===== src/rtl/mem_stage.sv =====
// Memory stage with MEM/WB pipeline register: drives the req/gnt/rvalid data bus,
// aligns load/store data and stalls upstream while a bus transaction is outstanding.
module mem_stage #(
    parameter int N = 32
) (
    input  logic            clk,
    input  logic            rst,
    input  logic            valid_in,
    input  logic [4:0]      cw_mem,
    input  logic [2:0]      cw_wb_in,
    input  logic [N-1:0]    ALUres_in,
    input  logic [N-1:0]    store_data,
    input  logic [N-1:0]    NPCin,
    input  logic [5:0]      regDest_in,
    input  logic            flush,
    output logic            stall,
    output logic            dmem_req,
    output logic            dmem_we,
    output logic [N-1:0]    dmem_addr,
    output logic [N/8-1:0]  dmem_be,
    output logic [N-1:0]    dmem_wdata,
    input  logic            dmem_gnt,
    input  logic            dmem_rvalid,
    input  logic [N-1:0]    dmem_rdata,
    output logic [2:0]      cw_wb,
    output logic [N-1:0]    ALUres,
    output logic [N-1:0]    MEMread,
    output logic [N-1:0]    NPCout,
    output logic [5:0]      regDest_out,
    output logic            mem_err
);

    localparam int NB = N / 8;

    typedef enum logic [1:0] {IDLE, WAIT_GNT, WAIT_RV} state_t;

    state_t         state_q, state_d;
    logic           discard_q, discard_d;
    logic [2:0]     cw_wb_q;
    logic [N-1:0]   alures_q, memread_q, npc_q;
    logic [5:0]     regdest_q;
    logic           mem_err_q;

    logic           mem_rd, mem_wr;
    logic [2:0]     funct3;
    logic [1:0]     a_lo;
    logic           is_mem, f3_bad, misalign, acc_err, mem_ok;
    logic           req_c, stall_c, wb_take, ld_done, err_pulse;
    logic [7:0]     byte_sel;
    logic [15:0]    half_sel;
    logic [N-1:0]   ld_ext;

    assign mem_rd = cw_mem[0];
    assign mem_wr = cw_mem[1];
    assign funct3 = cw_mem[4:2];
    assign a_lo   = ALUres_in[1:0];

    // Stores only have signed-size encodings, so funct3[2] is illegal for them.
    assign f3_bad   = (funct3 == 3'b011) || (funct3 == 3'b110) || (funct3 == 3'b111)
                      || (mem_wr && funct3[2]);
    assign misalign = ((funct3[1:0] == 2'b01) && a_lo[0])
                      || ((funct3[1:0] == 2'b10) && (a_lo != 2'b00));
    assign is_mem   = valid_in && (mem_rd || mem_wr);
    assign acc_err  = is_mem && ((mem_rd && mem_wr) || f3_bad || misalign);
    assign mem_ok   = is_mem && !acc_err;

    assign dmem_we   = mem_wr;
    assign dmem_addr = {ALUres_in[N-1:2], 2'b00};

    always_comb begin
        dmem_be = '1;
        case (funct3[1:0])
            2'b00:   dmem_be = NB'(1) << a_lo;
            2'b01:   dmem_be = NB'(3) << {a_lo[1], 1'b0};
            default: dmem_be = '1;
        endcase
    end

    for (genvar gi = 0; gi < NB; gi++) begin : g_lane
        assign dmem_wdata[8*gi +: 8] =
            (funct3[1:0] == 2'b00) ? store_data[7:0] :
            (funct3[1:0] == 2'b01) ? store_data[8*(gi%2) +: 8] :
                                     store_data[8*gi +: 8];
    end

    assign byte_sel = dmem_rdata[{a_lo, 3'b000} +: 8];
    assign half_sel = dmem_rdata[{a_lo[1], 4'b0000} +: 16];

    always_comb begin
        ld_ext = dmem_rdata;
        case (funct3)
            3'b000:  ld_ext = {{(N-8){byte_sel[7]}}, byte_sel};
            3'b100:  ld_ext = {{(N-8){1'b0}}, byte_sel};
            3'b001:  ld_ext = {{(N-16){half_sel[15]}}, half_sel};
            3'b101:  ld_ext = {{(N-16){1'b0}}, half_sel};
            default: ld_ext = dmem_rdata;
        endcase
    end

    always_comb begin
        state_d   = state_q;
        discard_d = discard_q;
        req_c     = 1'b0;
        stall_c   = 1'b0;
        wb_take   = 1'b0;
        ld_done   = 1'b0;
        err_pulse = 1'b0;
        case (state_q)
            IDLE: begin
                discard_d = 1'b0;
                if (flush) begin
                    wb_take = 1'b0;
                end else if (acc_err) begin
                    err_pulse = 1'b1;
                end else if (mem_ok) begin
                    req_c = 1'b1;
                    if (!dmem_gnt) begin
                        state_d = WAIT_GNT;
                        stall_c = 1'b1;
                    end else if (mem_wr) begin
                        wb_take = 1'b1;
                    end else begin
                        state_d = WAIT_RV;
                        stall_c = 1'b1;
                    end
                end else begin
                    wb_take = valid_in;
                end
            end
            // A flush here cannot cancel the bus request; it only discards the result.
            WAIT_GNT: begin
                req_c = 1'b1;
                if (flush) discard_d = 1'b1;
                if (!dmem_gnt) begin
                    stall_c = 1'b1;
                end else if (mem_wr) begin
                    state_d = IDLE;
                    wb_take = !(discard_q || flush);
                end else begin
                    state_d = WAIT_RV;
                    stall_c = 1'b1;
                end
            end
            WAIT_RV: begin
                if (flush) discard_d = 1'b1;
                if (dmem_rvalid) begin
                    state_d = IDLE;
                    ld_done = 1'b1;
                    wb_take = !(discard_q || flush);
                end else begin
                    stall_c = 1'b1;
                end
            end
            default: state_d = IDLE;
        endcase
    end

    assign dmem_req = req_c && !rst;
    assign stall    = stall_c && !rst;

    always_ff @(posedge clk) begin
        if (rst) begin
            state_q   <= IDLE;
            discard_q <= 1'b0;
            cw_wb_q   <= 3'b000;
            alures_q  <= '0;
            memread_q <= '0;
            npc_q     <= '0;
            regdest_q <= 6'd0;
            mem_err_q <= 1'b0;
        end else begin
            state_q   <= state_d;
            discard_q <= discard_d;
            cw_wb_q   <= wb_take ? cw_wb_in : 3'b000;
            alures_q  <= ALUres_in;
            memread_q <= ld_done ? ld_ext : '0;
            npc_q     <= NPCin;
            regdest_q <= regDest_in;
            mem_err_q <= err_pulse;
        end
    end

    assign cw_wb       = cw_wb_q;
    assign ALUres      = alures_q;
    assign MEMread     = memread_q;
    assign NPCout      = npc_q;
    assign regDest_out = regdest_q;
    assign mem_err     = mem_err_q;

endmodule

===== config.mk =====
export PLATFORM = sky130hd
export DESIGN_NAME = mem_stage
export DESIGN_NICKNAME = d
export VERILOG_FILES = /design/src/rtl/mem_stage.sv
export SDC_FILE = /design/constraint.sdc
export NUM_CORES = 1
export LEC_CHECK = 0
export CAP_MARGIN = 20
export CORE_AREA = 2 2 125 127
export CTS_CLUSTER_DIAMETER = 80
export DETAILED_ROUTE_END_ITERATION = 7
export DIE_AREA = 0 0 127 129
export PLACE_DENSITY = 0.81
export SYNTH_ARGS = -nofsm -noshare
export SYNTH_HDL_FRONTEND = slang
export SYNTH_SLANG_ARGS = --single-unit

===== constraint.sdc =====
create_clock -name clk -period 3 [get_ports clk]
set_input_delay 0.9 -clock clk [delete_from_list [all_inputs] [get_ports clk]]
set_output_delay 0.9 -clock clk [all_outputs]
set_load 0.02 [all_outputs]

==> metrics.log, run 1 <==
[metrics] latest clock arrival within the worst-skew pair: 340 ps
[metrics] classification of the worst setup path: in2out
[metrics] min-delay src: discard_q$_SDFFE_PP0P_
[metrics] Least-Margin Pin Slew: 796 ps
[metrics] final cell area excluding filler cells: 8240 sq um
[metrics] critical path fanouts, max: 4
[metrics] worst flop-to-flop path endpoint: cw_wb[0]$_SDFF_PP0_
[metrics] Clock Sink Count: 109
[metrics] global-route met2 utilization: 33.9%
[metrics] antenna diode count: 0
[metrics] H-tree depth: 3
[metrics] final wirelength: 16.0 mm
[metrics] setup ws final: 7.12 ps
[metrics] maximum root-to-sink buffer count: 2
[metrics] ratio of final minimum period to clock period: 99.8%
[metrics] cell area after placement: 7920 sq um
[metrics] vias in the first global route: 4201
[metrics] commonest cells in the synthesized netlist: dfxtp_1, nor2b_1, nand2_1, buf_4, o21ai_0
[metrics] post-layout utilization of the core: 55.0%
[metrics] total of warnings raised by yosys: 0
[metrics] Mean Syn Cell Area: 9.56 sq um
[metrics] initial antenna violation count: 0
[metrics] fraction of layout cells with a size suffix above 1: 16.8%
[metrics] final HPWL from detailed placement: 12.8 mm
[metrics] top-count cell post-synth: dfxtp_1
[metrics] final RePlAce weighted congestion: 0.870
[metrics] Pwr per Cell Area: 467 nW/um^2
[metrics] Initial Util: 30.4%
[metrics] sequential fraction of the synthesis area: 47.9%
[metrics] number of buffers created by CTS: 9
[metrics] fraction of synthesis flops using an asynchronous set or reset pin: 0%
[metrics] instance count of the mapped netlist: 477
[metrics] endpoints failing hold: 0
[metrics] sum of negative setup slack: 0 ps
[metrics] Worst Setup End Kind: primary output
[metrics] IO Pins: 325
[metrics] Max-Slew Margin vs Limit: 46.9%
[metrics] Post-Synthesis Cell Area: 4560 sq um
[metrics] maximum number of pins on one net before global-route repair: 79
[metrics] r2r setup slk: 1330 ps
[metrics] arrival time of data at the critical path endpoint: 2090 ps
[metrics] clock tree root driver cell: clkbuf_16
[metrics] Post-synth EDFFs: 0
[metrics] core region area: 15000 sq um
[metrics] Clock Skews: 7.62 ps
[metrics] status: finished clean
[metrics] Max rail drop VDD: 0.247 mV
[metrics] Die Y: 129 um
[metrics] R2R depth: 7
[metrics] NumNets Final: 937
[metrics] CP Launch Type: primary input
[metrics] grt met3 use: 4.91%
[metrics] routing layer with the top usage in global route: met2
[metrics] Yosys reg bits: 109
[metrics] Min-Delay Path Class: reg2reg
[metrics] FF-to-FF Start: state_q[0]$_SDFFE_PP0P_
[metrics] Max-Cap Viols: 0
[metrics] Yosys cell types: 48
[metrics] setup repair after global routing missed its margin: false
[metrics] drt initial violations: 198
[metrics] DR vias/cell: 4.54
[metrics] cell count of the worst hold path: 2
[metrics] antenna violation net count after detailed routing: 0
[metrics] area of the die: 16400 sq um
[metrics] gr ovfl total: 0
[metrics] TritonCTS clock tree: built
[metrics] top area cells in the synthesized netlist: dfxtp_1, nor2b_1, buf_4
[metrics] DRC violation count after routing: 0
[metrics] quantity of hold-fixing buffers added after cts: 0
[metrics] Total Power: 3.85 mW
[metrics] total via count after detailed routing: 4440
[metrics] final count of negative-setup-slack endpoints: 0
[metrics] final period demand of the worst path: 2990 ps
[metrics] highest achievable clock rate: 0.334 GHz
[metrics] all-layer global routing usage: 18.4%
[metrics] Leakage Power: 3.35 nW
[metrics] fraction of synthesized cell area taken by the top area cell type: 47.9%
[metrics] global-route track usage on met1: 20.5%
[metrics] predominant post-synthesis flop cell: dfxtp_1
[metrics] number of pins exceeding their max-slew limit in the final report: 0
[metrics] # rows: 45
[metrics] cell taking the most area after synthesis: dfxtp_1
[metrics] pre-CTS setup slack: -665 ps
[metrics] die span in x: 127 um
[metrics] destination of the worst hold path: discard_q$_SDFFE_PP0P_
[metrics] Syn-to-layout area delta: 80.8%
[metrics] first-pass GRT wire length: 23.0 mm
[metrics] count of port buffers added during placement: 322
[metrics] Detailed Routing Iterations Pass 1: 4
[metrics] Routed WL per cell: 16.4 um
[metrics] clock slew at the register clock pins of the worst setup and hold paths: 80 ps
[metrics] Worst Path Required: 2100 ps
## state kept, by name, indices dropped and copies added (netlist names)
signal	count
ALUres	32
state_q	2
regDest_out	6
discard_q	1
cw_wb	3
MEMread	32
mem_err	1
NPCout	32
## how the worst max path moves through the flow
stage	from	to	slack, ps	cells after the start
2_1_floorplan	ALUres_in[1]	stall	20	5
4_1_cts	ALUres_in[1]	stall	-60	6
5_1_grt	ALUres_in[4]	dmem_addr[4]	2	2
3_3_place_gp	cw_mem[2]	dmem_be[0]	-640	6
6_report	store_data[1]	dmem_wdata[25]	7	4
3_5_place_dp	cw_mem[2]	stall	-670	6
## area by class of cell
cell class,instances,area (sq um)
Fill cell,1335,6740
Timing Repair Buffer,364,3530
Sequential cell,109,2180
Multi-Input combinational cell,288,1940
Tap cell,188,235
Clock buffer,9,225
Clock inverter,7,76.3
Inverter,13,48.8
## kinds of logic (layout without fill, tap and decap cells)
| logic type | Yosys count | in the layout | synth area share [%] |
|---|---|---|---|
| AND/OR/NAND/NOR | 172 | 172 | 19.5 |
| flip-flops | 109 | 109 | 47.9 |
| buffers and inverters | 81 | 393 | 10.9 |
| AO/OA/AOI/OAI | 80 | 80 | 13.3 |
| adder cells (fa/ha/maj) | 4 | 4 | 1.10 |
| other | 1 | 2 | 0.0822 |
| multiplexers | 30 | 30 | 7.33 |
## worst max-delay path, stage by stage
cell and delay, ps:
clkdlybuf4s50_1 540, mux2i_1 100, o21ai_0 190, dlygate4sd2_1 360
## power breakdown
group | internal, mW | switching, mW
registers | 1.53 | 0.0264
logic | 0.554 | 0.525
clock network | 0.598 | 0.610
total | 2.69 | 1.16
## placed cells by master (no fill, tap or decap), types with 11 or more instances in the layout
cell type | Yosys | final
buf_2 | 9 | 11
nand2_1 | 58 | 58
buf_4 | 42 | 39
inv_1 | 13 | 13
mux2_2 | 17 | 17
nor2b_1 | 76 | 76
a21oi_2 | 10 | 13
nor2_1 | 17 | 15
clkdlybuf4s50_1 | 0 | 275
mux2i_1 | 12 | 12
dlygate4sd2_1 | 0 | 17
dfxtp_1 | 109 | 109
o21ai_0 | 25 | 23
## per-layer routing
layer  share of wire, %  wire length [um]
met1                 38              6060
met2                 51              8230
met3                8.4              1350
met4                2.3               361
met5                  0                 0
## metrics by stage
stage / hold WS [ps] / instances
global placement: 472 / 961
detailed placement: 475 / 961
finish: 491 / 978
floorplan: 450 / 478
global route: 530 / 978
CTS: 489 / 977
## timing repair
item | CTS | global route
endpoints found under the setup margin | 35 | 20
resized for setup | 88 | 25
buffers inserted | 0 | 1
pin swaps | 3 | 6
No activity file was read; power rests on OpenSTA's default activity.
==> inputs of run 2 (changes only) <==
==> constraint.sdc (replaced) <==
create_clock -name clk -period 3 [get_ports clk]
set_input_delay 0.9 -clock clk [delete_from_list [all_inputs] [get_ports clk]]
set_output_delay 0.9 -clock clk [all_outputs]
set_load 0.05 [all_outputs]
==> run 2 against run 1 <==
Net effect:
- wire length shrank 1.9%
- utilization up 3.9 points
- worst setup slack better by 61 ps
- flip-flop and latch count unchanged
- power rose by 11%
- non-clock buffer count rose by 2
- largest power group unchanged
==> metrics.log, run 2 (synthesis results as in run 1) <==
[metrics] status: finished clean
[metrics] final HPWL from detailed placement: 12.7 mm (-0.56%)
[metrics] cell count of the worst hold path: 2 (unchanged)
[metrics] pre-CTS setup slack: -332 ps (+334 ps)
[metrics] initial antenna violation count: 0 (unchanged)
[metrics] Detailed Routing Iterations Pass 1: 4 (unchanged)
[metrics] highest achievable clock rate: 0.341 GHz (+2.1%)
[metrics] classification of the worst setup path: in2out
[metrics] H-tree depth: 3 (unchanged)
[metrics] share of total power in the clock network: 28.0% (-3.4 points)
[metrics] clock slew at the register clock pins of the worst setup and hold paths: 80 ps (about the same)
[metrics] non-filler instance count after layout: 980 (+0.20%)
[metrics] quantity of hold-fixing buffers added after cts: 0 (unchanged)
[metrics] maximum number of pins on one net before global-route repair: 77 (-2.5%)
[metrics] Pwr per Cell Area: 486 nW/um^2 (+4.1%)
[metrics] Initial Util: 30.4% (unchanged)
[metrics] arrival time of data at the critical path endpoint: 2030 ps (-60 ps)
[metrics] DR vias/cell: 4.49 (-1.0%)
[metrics] FF-to-FF Start: state_q[0]$_SDFFE_PP0P_
[metrics] destination of the worst hold path: discard_q$_SDFFE_PP0P_
[metrics] all-layer global routing usage: 18.3% (-0.054 points)
[metrics] Least-Margin Pin Slew: 772 ps (-24.5 ps)
[metrics] vias in the first global route: 4266 (+1.5%)
[metrics] antenna diode count: 0 (unchanged)
[metrics] critical path fanouts, max: 2 (-2)
[metrics] combinational group share of total power: 35.6% (+7.5 points)
[metrics] Clock Sink Count: 109 (unchanged)
[metrics] setup ws final: 67.7 ps (+60.6 ps)
[metrics] area of the die: 16400 sq um (unchanged)
[metrics] CP Launch Type: primary input
[metrics] Routed WL per cell: 16.0 um (-2.1%)
[metrics] Syn-to-layout area delta: 93.5%
[metrics] IO Pins: 325 (unchanged)
[metrics] sum of negative setup slack: 0 ps (unchanged)
[metrics] most frequent standard cell in the layout excluding fill and tap cells: clkdlybuf4s50_1
[metrics] number of buffers created by CTS: 9 (unchanged)
[metrics] Clock Skews: 9.36 ps (+1.74 ps)
[metrics] Worst Setup End Kind: primary output
[metrics] total via count after detailed routing: 4404 (-0.81%)
[metrics] first-pass GRT wire length: 23.3 mm (+1.3%)
[metrics] r2r setup slk: 1280 ps (-50 ps)
[metrics] Worst Path Required: 2100 ps (about the same)
[metrics] final RePlAce weighted congestion: 0.870 (about the same)
[metrics] endpoints failing hold: 0 (unchanged)
[metrics] drt initial violations: 211 (+6.6%)
[metrics] ratio of final minimum period to clock period: 97.7% (-2.0 points)
[metrics] maximum root-to-sink buffer count: 2 (unchanged)
[metrics] die span in x: 127 um (unchanged)
[metrics] cell-internal power: 2.79 mW (+3.9%)
[metrics] count of port buffers added during placement: 322 (unchanged)
[metrics] Min-Delay Path Class: reg2reg
[metrics] worst flop-to-flop path endpoint: MEMread[0]$_SDFF_PP0_
[metrics] Max-Slew Margin vs Limit: 48.6% (+1.6 points)
[metrics] final wirelength: 15.7 mm (-1.9%)
[metrics] gr ovfl total: 0 (unchanged)
[metrics] power share of the sequential group: 36.4% (-4.2 points)
[metrics] switch share: 34.8% (+4.7 points)
[metrics] latest clock arrival within the worst-skew pair: 340 ps (about the same)
[metrics] fraction of layout cells with a size suffix above 1: 24.7% (+7.9 points)
[metrics] min-delay src: discard_q$_SDFFE_PP0P_
[metrics] Die Y: 129 um (unchanged)
[metrics] power dissipated by switching net loads: 1.49 mW (+29%)
[metrics] Total Power: 4.28 mW (+11%)
[metrics] NumNets Final: 939 (+0.21%)
[metrics] Max-Cap Viols: 0 (unchanged)
[metrics] worst hold slack after final layout: 478 ps (-13.5 ps)
[metrics] clock tree root driver cell: clkbuf_16
[metrics] placed instance count: 963 (+0.21%)
[metrics] highest-count cells in the layout ignoring fill and taps: clkdlybuf4s50_1, dfxtp_1, nor2b_1
[metrics] number of pins exceeding their max-slew limit in the final report: 0 (unchanged)
[metrics] Leakage Power: 3.58 nW (+7.1%)
[metrics] TritonCTS clock tree: built
[metrics] number of fill cells in the layout: 1228 (-8.0%)
[metrics] antenna violation net count after detailed routing: 0 (unchanged)
[metrics] final count of negative-setup-slack endpoints: 0 (unchanged)
[metrics] final period demand of the worst path: 2930 ps (-60.6 ps)
[metrics] # rows: 45 (unchanged)
[metrics] core region area: 15000 sq um (unchanged)
[metrics] Max rail drop VDD: 0.261 mV (+5.4%)
[metrics] R2R depth: 5 (-2)
[metrics] DRC violation count after routing: 0 (unchanged)
run 2: cell types whose count changed in the layout (fill, tap and decap cells not counted), sizes merged, moves of 5 or more:
cell / previous run / this run
buf: 58 / 115
clkdlybuf4s50: 275 / 243
dlygate4sd2: 17 / 4
dlymetal6s2s: 8 / 3
run 2: layout make-up:
class                           instances  area (sq um)  area share, %
Timing Repair Buffer                  366          4100           46.5
Sequential cell                       109          2180           24.7
Multi-Input combinational cell        288          1960           22.2
Tap cell                              188           235           2.67
Clock buffer                            9           225           2.55
Clock inverter                          7          73.8          0.837
Inverter                               13          48.8          0.553
run 2: worst max path at each step:
stage,from,end,slack [ps],cells after the start
global route,ALUres_in[1],stall,-3,6
detailed placement,cw_mem[2],dmem_be[0],-330,6
CTS,flush,stall,-10,6
global placement,cw_mem[2],dmem_be[0],-310,6
floorplan,ALUres_in[1],stall,-210,5
finish,ALUres_in[1],stall,70,6
run 2: what timing repair did:
action,CTS,global route
resized for setup,17,6
endpoints found under the setup margin,22,12
setup buffers,0,1
pin swaps,2,5
run 2: power by group through the flow:
stage	sequential, mW	combinational [mW]	clock [mW]
2_1_floorplan	1.87	0.567	0
5_1_grt	1.57	1.60	1.29
6_report	1.56	1.52	1.20
4_1_cts	1.56	1.53	1.23
3_3_place_gp	1.59	1.51	0
3_5_place_dp	1.60	1.52	0
run 2: metrics by stage:
step                      area [sq um]  utilization [%]
after floorplan                   4590                -
after global placement            8470             56.6
after detailed placement          8470             56.6
after CTS                         8810             58.8
after global routing              8820             58.9
final                             8820             58.9
run 2: worst max-delay path, cell delays in order:
cell and delay (ps):
dlygate4sd2_1 260, nor3_2 210, o22a_1 210, a21oi_2 90, o21ai_2 200, buf_12 160
run 2: routing by layer:
metal  GRT usage, %  routed length [um]
met3           5.70                1290
met1           20.6                6010
met2           32.8                7970
met5              0                   0
met4           6.66                 422
==> RTL edit 1, RTL diff (flow settings as in run 1) <==
The parameter `N` goes from 32 to 16.
--- a/src/rtl/mem_stage.sv
+++ b/src/rtl/mem_stage.sv
@@ -1,7 +1,7 @@
 // Memory stage with MEM/WB pipeline register: drives the req/gnt/rvalid data bus,
 // aligns load/store data and stalls upstream while a bus transaction is outstanding.
 module mem_stage #(
-    parameter int N = 32
+    parameter int N = 16
 ) (
     input  logic            clk,
     input  logic            rst,
Interface: changed (10 resized); port bits go from 325 to 179. The function was not compared with the original's and may differ.
==> RTL edit 1 against run 1 <==
- sequential cell count is 48 lower
- register-to-register slack worse by 0.13 ns
- fmax is 0.97% higher
- worst setup slack better by 0.029 ns
- power is 36% lower
- die area stayed put
- design area is 44% lower
- critical path type unchanged
- area after synthesis is 48% lower
- final cell count is 37% lower
- count of clock-buffer cells in the layout is 3 higher
- first-iteration DRC count is 72% lower
- largest cell class unchanged
- routed wire length is 52% lower
==> RTL edit 1: results (changes against run 1) <==
- Area after DPL: 4320 µm² (was 7920 µm²)
- Placed Cells: 601 (was 961)
- Ranking of synthesized cells by area: dfxtp_1 51%, nor2b_1 11%, buf_4 7.9% (was dfxtp_1 48%, nor2b_1 10%, buf_4 6.9%)
- Num CTS Buffers: 9 (unchanged)
- Commonest cells in the netlist: 61 x dfxtp_1, 41 x nor2b_1, 25 x buf_4 (was 109 x dfxtp_1, 76 x nor2b_1, 58 x nand2_1)
- Clk_lat worst skew: ~0.33 ns
- Worst EP arrival: 2.06 ns (was 2.09 ns)
- Cell at the slowest stage of the critical path: clkdlybuf4s50_1 (unchanged)
- WL/cell: 12.5 µm (was 16.4 µm)
- Slew HR: 66.3% (was 46.9%)
- Place WS: -0.750 ns (was -0.665 ns)
- Distinct cell type count after synthesis: 32 (was 48)
- Reg2reg end: cw_wb[2] (was cw_wb[0])
- Global placer's final weighted congestion: 0.831 (was 0.870)
- Fin Hold WS: 0.487 ns (was 0.491 ns)
- Root Buffer: clkbuf_16 (unchanged)
- Share of layout cells above drive strength 1: 16.7% (was 16.8%)
- Router iterations before antenna repair: 4 (unchanged)
- H-tree lvl count: 3 (unchanged)
- Worst reg2reg path depth: 7 (unchanged)
- Crit. Startpoint: store_data[1] (unchanged)
- Final setup skew: 0.00684 ns (was 0.00762 ns)
- DRT iter0 DRCs: 56 (was 198)
- Leak: 1.86 nW (was 3.35 nW)
- Hold path depth: 2 (unchanged)
- Hold endpoint: discard_q (unchanged)
- Dpl hpwl: 6150 µm (was 12800 µm)
- Pin count of the biggest net entering global routing: 47 (was 79)
- Ys async rst share: 0% (unchanged)
- CP max FO: 2 (was 4)
- CP top delay family: buffers and inverters (unchanged)
- Crit-path max cell delay: 0.59 ns (was 0.54 ns)
- Worst VDD drop: 0.243 mV (was 0.247 mV)
- Vias in the first global route: 2309 (was 4201)
- Clk slew on worst S/H paths: 0.06 ns (was 0.08 ns)
- Avg Cell Area, Syn: 9.64 µm² (was 9.56 µm²)
- Yosys warns: 0 (unchanged)
- Initial antenna violation count: 1 (was 0)
- All-Layer GR Usage: 9.35% (was 18.4%)
- Worst-case clock buffer depth: 2 (unchanged)
- Port buffer count: 176 (was 322)
- Min-Delay Path Class: reg2reg (unchanged)
- Nets: 514 (was 937)
- Global-route wire length before repair: 11600 µm (was 23000 µm)
- Register area share after synthesis: 51.3% (was 47.9%)
- R2r startpoint: state_q[0] (unchanged)
- Hold_sp: discard_q (unchanged)
- Main synth FF type: dfxtp_1 (unchanged)
- Routed via count: 2326 (was 4440)
- Fillcell total: 1536 (was 1335)
- Sw Ratio: 23.7% (was 30.2%)
- Worst Setup EP: dmem_wdata[1] (was dmem_wdata[25])
- Outcome: finished, final reports clean (unchanged)
- Fin worst setup slack: 0.0358 ns (was 0.00712 ns)
- Final Non-Filler Cells: 620 (was 978)
- Internal reg-to-reg setup slack: 1.20 ns (was 1.33 ns)
[RTL edit 1: cells by family (layout without fill, tap and decap cells)]
| logic type | after synthesis | in the layout | synth area share, % |
|---|---|---|---|
| other | 1 | 3 | 0.157 |
| AOI/OAI and AO/OA | 36 | 36 | 9.87 |
| and+or+nand+nor | 96 | 96 | 21.7 |
| adders and majority gates | 4 | 4 | 2.10 |
| DFF | 61 | 61 | 51.3 |
| buffers and inverters | 40 | 223 | 10.7 |
| muxes | 9 | 9 | 4.25 |
[RTL edit 1: final cells by class]
type / count / area, µm² / area share (%)
Clock inverter: 4 / 70.1 / 1.51
Timing Repair Buffer: 202 / 1900 / 40.9
Multi-Input combinational cell: 147 / 946 / 20.3
Inverter: 5 / 18.8 / 0.404
Clock buffer: 12 / 256 / 5.52
Tap cell: 188 / 235 / 5.06
Antenna cell: 1 / 2.50 / 0.0538
Sequential cell: 61 / 1220 / 26.3
[RTL edit 1: power groups by stage]
stage | sequential (W) | clock, W | combinational [W]
finish | 0.000864 | 0.00112 | 0.000496
global route | 0.000867 | 0.00120 | 0.000532
CTS | 0.000864 | 0.00116 | 0.000495
detailed placement | 0.000881 | 0 | 0.000500
global placement | 0.000879 | 0 | 0.000496
floorplan | 0.000924 | 0 | 0.000183
[RTL edit 1: what timing repair did]
action / CTS / global route
setup buffers: 1 / 1
pin swaps: 4 / 5
gates resized for setup: 63 / 9
setup endpoints to repair: 13 / 3
endpoints found under the hold margin: 0 / 0
[RTL edit 1: layer usage]
layer / share of wire (%) / up-vias / track usage, %
met5: 0 / - / 0
li1: - / 1161 / -
met1: 42 / 1052 / 10.3
met3: 8.3 / 12 / 4.49
met4: 1.8 / 0 / 3.81
met2: 48 / 101 / 15.6
==> RTL edit 2, RTL diff (settings of run 1) <==
Without the edit above. Reset style: asynchronous (`rst`), changed in one clocked block.
--- a/src/rtl/mem_stage.sv
+++ b/src/rtl/mem_stage.sv
@@ -158,7 +158,7 @@
     assign dmem_req = req_c && !rst;
     assign stall    = stall_c && !rst;
 
-    always_ff @(posedge clk) begin
+    always_ff @(posedge clk or posedge rst) begin
         if (rst) begin
             state_q   <= IDLE;
             discard_q <= 1'b0;
Check against the original RTL: differs if rst is asserted again (counterexample within 4 cycles, from zero or initial values and one cycle with rst high); with rst held inactive, the same outputs for 10 cycles.
==> RTL edit 2 against run 1 <==
- power grew 6.4%
- sequential cell count unchanged
- critical path depth increased by 2
- design area is 0.58% lower
- utilization down 0.32 points
- register-to-register slack got worse by 0.13 ns
- non-clock buffer count increased by 1
- worst setup slack improved by 0.030 ns
- area after synthesis decreased by 1.3%
- largest cell class unchanged
- critical endpoint is now dmem_wdata[10]
- routed wire length increased by 1.6%
==> RTL edit 2: results (changes against run 1) <==
- Outcome: finished, final reports clean (unchanged)
- All-Layer GR Usage: 19.2% (was 18.4%)
- Worst-case clock buffer depth: 2 (unchanged)
- Final max-slew violation count: 0 (unchanged)
- Initial antenna violation count: 0 (unchanged)
- Dpl hpwl: 13100 µm (was 12800 µm)
- Crit-path max cell delay: 0.33 ns (was 0.54 ns)
- Fillcell total: 1239 (was 1335)
- Worst EP arrival: 2.06 ns (was 2.09 ns)
- Met1 Usage GRT: 19.6% (was 20.5%)
- Sw Ratio: 30.5% (was 30.2%)
- Share of the synthesized area in the top cell type: 60.6% (was 47.9%)
- Clk_lat worst skew: 0.34 ns (about the same)
- M1 wire length: 5580 µm (was 6060 µm)
- Router iterations before antenna repair: 6 (was 4)
- Ys async rst share: 100% (was 0%)
- Ranking of synthesized cells by area: dfrtp_1 61%, buf_4 7.5%, mux2_2 4.3% (was dfxtp_1 48%, nor2b_1 10%, buf_4 6.9%)
- Distinct cell type count after synthesis: 40 (was 48)
- Worst reg2reg path depth: 8 (was 7)
- Clock power share: 27.6% (was 31.4%)
- Global-route wire length before repair: 23800 µm (was 23000 µm)
- Register area share after synthesis: 60.6% (was 47.9%)
- WL/cell: 18.4 µm (was 16.4 µm)
- Commonest cells in the netlist: 109 x dfrtp_1, 45 x buf_4, 32 x nand2_1 (was 109 x dfxtp_1, 76 x nor2b_1, 58 x nand2_1)
- CP max FO: 8 (was 4)
- Routed wl met2: 8590 µm (was 8230 µm)
- Place WS: -0.744 ns (was -0.665 ns)
- Pin count of the biggest net entering global routing: 68 (was 79)
- Worst VDD drop: 0.272 mV (was 0.247 mV)
- Vias in the first global route: 4283 (was 4201)
- Leak: 3.57 nW (was 3.35 nW)
- Met3 GRT Util: 7.11% (was 4.91%)
- Top Layer Used: met4 (unchanged)
- Cell at the slowest stage of the critical path: mux2_2 (was clkdlybuf4s50_1)
- Routed via count: 4078 (was 4440)
- Metal3 WL: 1640 µm (was 1350 µm)
- Final Hold Fails: 0 (unchanged)
- DRT iter0 DRCs: 254 (was 198)
- Num CTS Buffers: 9 (unchanged)
- Global placer's final weighted congestion: 0.843 (was 0.870)
- Final setup skew: 0.00906 ns (was 0.00762 ns)
- GR Util met2: 36.0% (was 33.9%)
- Yosys top cell by area: dfrtp_1 (was dfxtp_1)
- Avg Cell Area, Syn: 12.2 µm² (was 9.56 µm²)
- Sequential share of power: 40.2% (was 40.6%)
- Share of layout cells above drive strength 1: 16.9% (was 16.8%)
- Hold path depth: 2 (unchanged)
- Root Buffer: clkbuf_16 (unchanged)
- Nets: 840 (was 937)
- Yosys warns: 0 (unchanged)
## RTL edit 2: area by class of cell
| class | instances | share of cell area, % |
|---|---|---|
| timing repair buffer | 365 | 43.4 |
| inverter | 15 | 0.733 |
| clock buffer | 10 | 2.92 |
| tap | 188 | 2.87 |
| sequential | 109 | 33.3 |
| clock inverter | 6 | 0.565 |
| multi-input combinational | 188 | 16.2 |
## RTL edit 2: per-stage QoR
step	total power (W)	hold WS, ns	cells	area [µm²]
after floorplan	0.00228	0.493	371	4510
after global placement	0.00299	0.513	863	7910
after detailed placement	0.00301	0.559	863	7910
after CTS	0.00415	0.574	881	8210
after global routing	0.00428	0.625	881	8190
final	0.00409	0.583	881	8190
## RTL edit 2: logic make-up (layout without fill, tap and decap cells)
group,count (synthesis),in the layout,synth area share [%]
buf+inv,74,396,10.3
compound gates,62,62,10.7
other cells,1,2,0.0834
fa+ha+maj,4,4,1.11
mux,30,30,7.15
flops,109,109,60.6
simple gates,90,90,10.0
## RTL edit 2: path summary, 6_finish.rpt
kind	start	to	slack [ns]
setup / recovery	cw_mem[3]	dmem_wdata[10]	0.04
hold reg to reg	discard_q	discard_q	0.58
min in group asynchronous	rst	mem_err	0.98
setup reg to reg	state_q[0]	cw_wb[0]	1.20
max in group asynchronous	rst	ALUres[11]	1.30
hold / removal	discard_q	discard_q	0.58
## RTL edit 2: what timing repair did
item | 4_1_cts | 5_1_grt
endpoints found under the hold margin | 0 | 0
pin swaps | 5 | 3
setup buffers | 1 | 0
gates resized for setup | 89 | 18
endpoints found under the setup margin | 35 | 21
gates cloned | 1 | 0
## RTL edit 2: critical path, delay by kind of cell
kind / cells / cell delay, ns
buffers and inverters: 4 / 0.71
multiplexers: 1 / 0.33
AND/OR/NAND/NOR: 1 / 0.12
